## config.mk

```make
export PLATFORM = sky130hd
export DESIGN_NAME = rom_port_arbiter
export DESIGN_NICKNAME = d
export VERILOG_FILES = /design/src/rtl/rom_port_arbiter.sv
export SDC_FILE = /design/constraint.sdc
export NUM_CORES = 1
export LEC_CHECK = 0
export CELL_PAD_IN_SITES_DETAIL_PLACEMENT = 0
export CELL_PAD_IN_SITES_GLOBAL_PLACEMENT = 1
export CORE_MARGIN = 1.5
export CORE_UTILIZATION = 32
export CTS_BUF_LIST = sky130_fd_sc_hd__clkbuf_4
export DETAILED_ROUTE_END_ITERATION = 10
export PLACE_DENSITY = 0.92
export SLEW_MARGIN = 25
export SYNTH_ARGS = -nofsm -noshare
export SYNTH_HDL_FRONTEND = slang
export SYNTH_SLANG_ARGS = --single-unit
```

## constraint.sdc

```tcl
create_clock -name clk -period 3.94 [get_ports clk]
set_input_delay 0.985 -clock clk [delete_from_list [all_inputs] [get_ports clk]]
set_output_delay 0.985 -clock clk [all_outputs]
set_load 0.1 [all_outputs]
```

## src/rtl/rom_port_arbiter.sv

```systemverilog
// Two-port (instruction fetch / load) arbiter in front of a combinational program ROM.
// Build option ROM_ARB_ROUND_ROBIN_EN: alternate simultaneous requests; otherwise IF has fixed priority.
module rom_port_arbiter #(
    parameter int ADDR_W = 32,
    parameter int DATA_W = 32
) (
    input  logic              clk,
    input  logic              reset,
    input  logic              if_req,
    input  logic [ADDR_W-1:0] if_addr,
    output logic              if_gnt,
    output logic              if_rvalid,
    output logic [DATA_W-1:0] if_rdata,
    input  logic              ls_req,
    input  logic [ADDR_W-1:0] ls_addr,
    output logic              ls_gnt,
    output logic              ls_rvalid,
    output logic [DATA_W-1:0] ls_rdata,
    output logic [ADDR_W-1:0] mem_addr,
    input  logic [DATA_W-1:0] mem_data,
    output logic              busy
);

    typedef enum logic {ST_IDLE, ST_READ} state_t;

    localparam logic OWN_IF = 1'b0;
    localparam logic OWN_LS = 1'b1;
    localparam logic [ADDR_W-1:0] ALIGN_MASK = {{(ADDR_W-2){1'b1}}, 2'b00};

    state_t            r_state, w_state_next;
    logic [ADDR_W-1:0] r_mem_addr, w_mem_addr_next;
    // Holds the current owner during READ and doubles as last_owner for arbitration.
    logic              r_last_owner, w_last_owner_next;
    logic              r_if_gnt, w_if_gnt_next;
    logic              r_ls_gnt, w_ls_gnt_next;
    logic              r_if_rvalid, w_if_rvalid_next;
    logic              r_ls_rvalid, w_ls_rvalid_next;
    logic [DATA_W-1:0] r_if_rdata, w_if_rdata_next;
    logic [DATA_W-1:0] r_ls_rdata, w_ls_rdata_next;

    logic              w_pick_ls;
    logic [ADDR_W-1:0] w_win_addr;

`ifdef ROM_ARB_ROUND_ROBIN_EN
    assign w_pick_ls = ls_req & (~if_req | (r_last_owner == OWN_IF));
`else
    assign w_pick_ls = ls_req & ~if_req;
`endif

    assign w_win_addr = w_pick_ls ? ls_addr : if_addr;

    always_comb begin
        w_state_next      = r_state;
        w_mem_addr_next   = r_mem_addr;
        w_last_owner_next = r_last_owner;
        w_if_gnt_next     = 1'b0;
        w_ls_gnt_next     = 1'b0;
        w_if_rvalid_next  = 1'b0;
        w_ls_rvalid_next  = 1'b0;
        w_if_rdata_next   = r_if_rdata;
        w_ls_rdata_next   = r_ls_rdata;
        case (r_state)
            ST_IDLE: begin
                if (if_req || ls_req) begin
                    w_state_next      = ST_READ;
                    w_mem_addr_next   = w_win_addr & ALIGN_MASK;
                    w_last_owner_next = w_pick_ls ? OWN_LS : OWN_IF;
                    w_ls_gnt_next     = w_pick_ls;
                    w_if_gnt_next     = ~w_pick_ls;
                end
            end
            ST_READ: begin
                // ROM is combinational, so mem_data already reflects r_mem_addr here.
                w_state_next = ST_IDLE;
                if (r_last_owner == OWN_LS) begin
                    w_ls_rvalid_next = 1'b1;
                    w_ls_rdata_next  = mem_data;
                end else begin
                    w_if_rvalid_next = 1'b1;
                    w_if_rdata_next  = mem_data;
                end
            end
            default: w_state_next = ST_IDLE;
        endcase
    end

    always_ff @(posedge clk or posedge reset) begin
        if (reset) begin
            r_state      <= ST_IDLE;
            r_mem_addr   <= '0;
            r_last_owner <= OWN_LS;
            r_if_gnt     <= 1'b0;
            r_ls_gnt     <= 1'b0;
            r_if_rvalid  <= 1'b0;
            r_ls_rvalid  <= 1'b0;
            r_if_rdata   <= '0;
            r_ls_rdata   <= '0;
        end else begin
            r_state      <= w_state_next;
            r_mem_addr   <= w_mem_addr_next;
            r_last_owner <= w_last_owner_next;
            r_if_gnt     <= w_if_gnt_next;
            r_ls_gnt     <= w_ls_gnt_next;
            r_if_rvalid  <= w_if_rvalid_next;
            r_ls_rvalid  <= w_ls_rvalid_next;
            r_if_rdata   <= w_if_rdata_next;
            r_ls_rdata   <= w_ls_rdata_next;
        end
    end

    assign if_gnt    = r_if_gnt;
    assign ls_gnt    = r_ls_gnt;
    assign if_rvalid = r_if_rvalid;
    assign ls_rvalid = r_ls_rvalid;
    assign if_rdata  = r_if_rdata;
    assign ls_rdata  = r_ls_rdata;
    assign mem_addr  = r_mem_addr;
    assign busy      = (r_state == ST_READ);

endmodule
```

---- Word level (Yosys, flattened, before mapping) ----
Cells that the tools add are included.
storage, ports and cells
  output and inout bits ................... 101
  bits of input ports ..................... 100
  word-level logic and storage cells ...... 30
  register bits after elaboration ......... 100
cells by class
  muxes and demuxes ....................... 12
  bitwise logic cells ..................... 5
  reduce and logical (&&, ||, !) cells .... 4
operator list
  cell                count
  $mux W32            1
  $mux W1             10
  $reduce_and A2 Y1   3
  $not A1 Y1          4
  $pmux W1 S2         1
  $and A1 B1 Y1       1
  $logic_or A1 B1 Y1  1

---- Longest topological paths before layout ----
  depth after elaboration ................. 5
  gate-level depth with buffers ........... 5
  mapped depth without buffers ............ 2

---- Worst setup path before layout ----
Ideal clock, no wire load.
  path kind ............................... flip-flop to output port
  start ................................... register r_state (netlist: busy)
  end ..................................... output busy
  setup slack ............................. 2.043 ns
  arrival time ............................ 0.912 ns
  cell stages (with the launch flop) ...... 1
  path through ............................ dfrtp_1
RTL lines
  item                    line  RTL
  from (decl)             30    state_t r_state, w_state_next;
  from (signal assigned)  99    r_state <= w_state_next;
  to (decl)               21    output logic busy
No word-level cell between the ends.

---- Final worst setup path ----
  start ................................... register r_mem_addr[25] (netlist: mem_addr[25])
  end ..................................... output mem_addr[25]
RTL lines
  item                    line  RTL
  from (decl)             31    logic [ADDR_W-1:0] r_mem_addr, w_mem_addr_next;
  from (signal assigned)  100   r_mem_addr <= w_mem_addr_next;
  to (decl)               19    output logic [ADDR_W-1:0] mem_addr,
No word-level cell between the ends.

==> impl_results.md <==
* Status: complete, no violations
* HPWL Detailed at 7600 um
* Initial DRC count at 172
* Die Y at 119 um
* Most numerous cell in the Yosys netlist: dfrtp_1
* Postcts setup bufs at 0
* Relative slew slack at 0.322
* Synth Register Bits at 100
* Worst skew pair latency at 0.45 ns
* HP Start: r_last_owner
* Max Cap Viol at 0
* Main synth FF type: dfrtp_1
* Fin Setup TNS at 0 ns
* Pre-CTS WS at 0.802 ns
* Remaining global-route overflow at 0
* Avg WL per Cell at 15.5 um
* R2R Setup Slk at 1.89 ns
* Hold depth at 2
* Required time of the critical path at 2.95 ns
* DR vias at 3258
* Cell taking the most area after synthesis: dfrtp_1
* RR Startpoint: busy
* Synth async-reset ratio at 1.00
* Core area at 0.0132 mm^2
* Cell row count at 42
* PnR worst setup slack at 0.958 ns
* Area contributors post-synth: dfrtp_1 (58%), mux2_2 (16%), nor4b_1 (4.7%)
* Hold WS at 0.488 ns
* EDFF count, synth at 0
* Syn_area_per_cell at 13.2 um^2
* Die ar. at 0.0141 mm^2
* RSZ-0062 raised after global routing: false
* ANT cells at 0
* Period utilization at 0.757
* CP max stage cell: clkdlybuf4s50_1
* Hold Crit Class: reg2reg
* Root Driver: clkbuf_4
* Die width at 119 um
* Initial Util at 0.326
* PD cells at 830 mW/mm^2
* Via density at 4.72
* Num CTS Buffers at 9
* GPL Wtd Cong at 0.743
* Most instantiated cells after synthesis: dfrtp_1 (99), mux2_2 (61), inv_1 (39)
* Vias in the first global route at 3440
* Endpoints failing hold at 0
* CP Buf/Inv Count at 1
* Initial antenna violation count at 0
* CP Max Fanout at 2
* Final ANT Viol Nets at 0
* P&R area growth vs syn at 50.6%
* Largest net degree at the start of global routing at 54
* Peak VDD IR at 0.314 mV
* Worst-path clk slew at 0.16 ns
* Port bufs at 194
* Startpoint types: register
* Setup crit end kind: output pin
* Slew at the pin closest to its max-slew limit at 1.01 ns
* Worst-path cell chain: clkdlybuf4s50_1
* Nets@finish at 609
* H-tree Lvls at 3
* Arr. time, crit path at 2.00 ns
* Largest stage delay on the critical path at 1.16 ns
* Final slew viol count at 0
* Unique masters post-synth at 21
* Kind of critical path: reg2out
* Leakage power at 2.67 nW
* Crit path time final at 2.98 ns
* Residual DRC at 0
* Layout cells sized above 1 at 0.173
* Clk buf depth at 2
* First-pass GRT wire length at 17500 um
* Hold path endpoint: r_last_owner
* Post-synth top area share at 0.576
* CTS tree: built
* Clock skew at 0.0186 ns
* I/O pins at 201
* Delay-heaviest family, CP: buffers and inverters
* Final setup viols at 0
* GRT Total Usage at 0.156
* Synthesized area at 0.00430 mm^2
* Mapped Cells at 326
* Achievable Freq at 0.335 GHz
* Routed WL at 10700 um
* Post-cts resize count at 0
* Yosys warns at 0
* Seq/Total Area, Yosys at 0.582
* R2r worst-path depth at 3
* FF-to-FF End: mem_addr[29]
* Hold_buf cts at 0
* CTS sink cnt at 100
* DR pass1 iterations at 4
## kinds of logic after synthesis
kind of cell    Yosys count  share of synthesized area
buf+inv                  67                     0.0742
other cells               1                   0.000872
compound gates           32                     0.0602
mux                      64                      0.168
simple gates             62                      0.115
flops                   100                      0.582
## where the power goes
group / leakage [nW] / internal [mW] / switching, mW
Combinational: 1.45 / 0.810 / 2.57
Clock: 0.0751 / 0.191 / 0.334
Sequential: 1.15 / 1.32 / 0.158
Total: 2.67 / 2.32 / 3.06
## through the flow
stage	std cells	instance area (um^2)	utilization	power, mW
5_1_grt	690	6480	0.491	5.57
4_1_cts	690	6480	0.491	5.43
6_report	690	6480	0.491	5.38
3_5_place_dp	674	6340	0.481	4.89
2_1_floorplan	327	4300	-	4.07
3_3_place_gp	674	6340	0.481	4.85
## area by class of cell
cell class	instances	area, um^2
clock buffers	9	67.6
clock inverters	7	65.1
fillers	1170	6710
inverters	39	149
multi-input cells	160	1480
flip-flops and latches	100	2500
well taps	176	220
repair buffers	199	1990
## per-layer routing
layer | global-route usage | vias to the layer above | wire [um]
met3 | 0.0474 | 16 | 775
met4 | 0.0602 | 0 | 176
li1 | - | 1507 | -
met1 | 0.187 | 1586 | 4390
met2 | 0.263 | 149 | 5350
met5 | 0 | - | 0
## cells in the final DEF, fill, tap and decap left out, types with 3 or more instances in the layout
master           instances
a211oi_1                26
a222oi_1                 4
buf_4                    5
clkbuf_4                 9
clkdlybuf4s50_1        193
dfrtp_1                 98
inv_1                   38
mux2_1                   3
mux2_2                  61
nor2_1                   4
nor2b_1                  3
nor3b_1                 26
nor4b_1                 23
nor4b_2                  3
## how the worst max path moves through the flow
stage | startpoint | to | cells past startpoint
2_1_floorplan | reset | busy | 1
3_3_place_gp | if_req | mem_addr[30] | 3
3_5_place_dp | if_req | mem_addr[29] | 3
4_1_cts | mem_addr[25] | mem_addr[25] | 1
5_1_grt | mem_addr[2] | mem_addr[2] | 1
6_report | mem_addr[25] | mem_addr[25] | 1
Note: power is estimated with default switching activity, not from simulation.
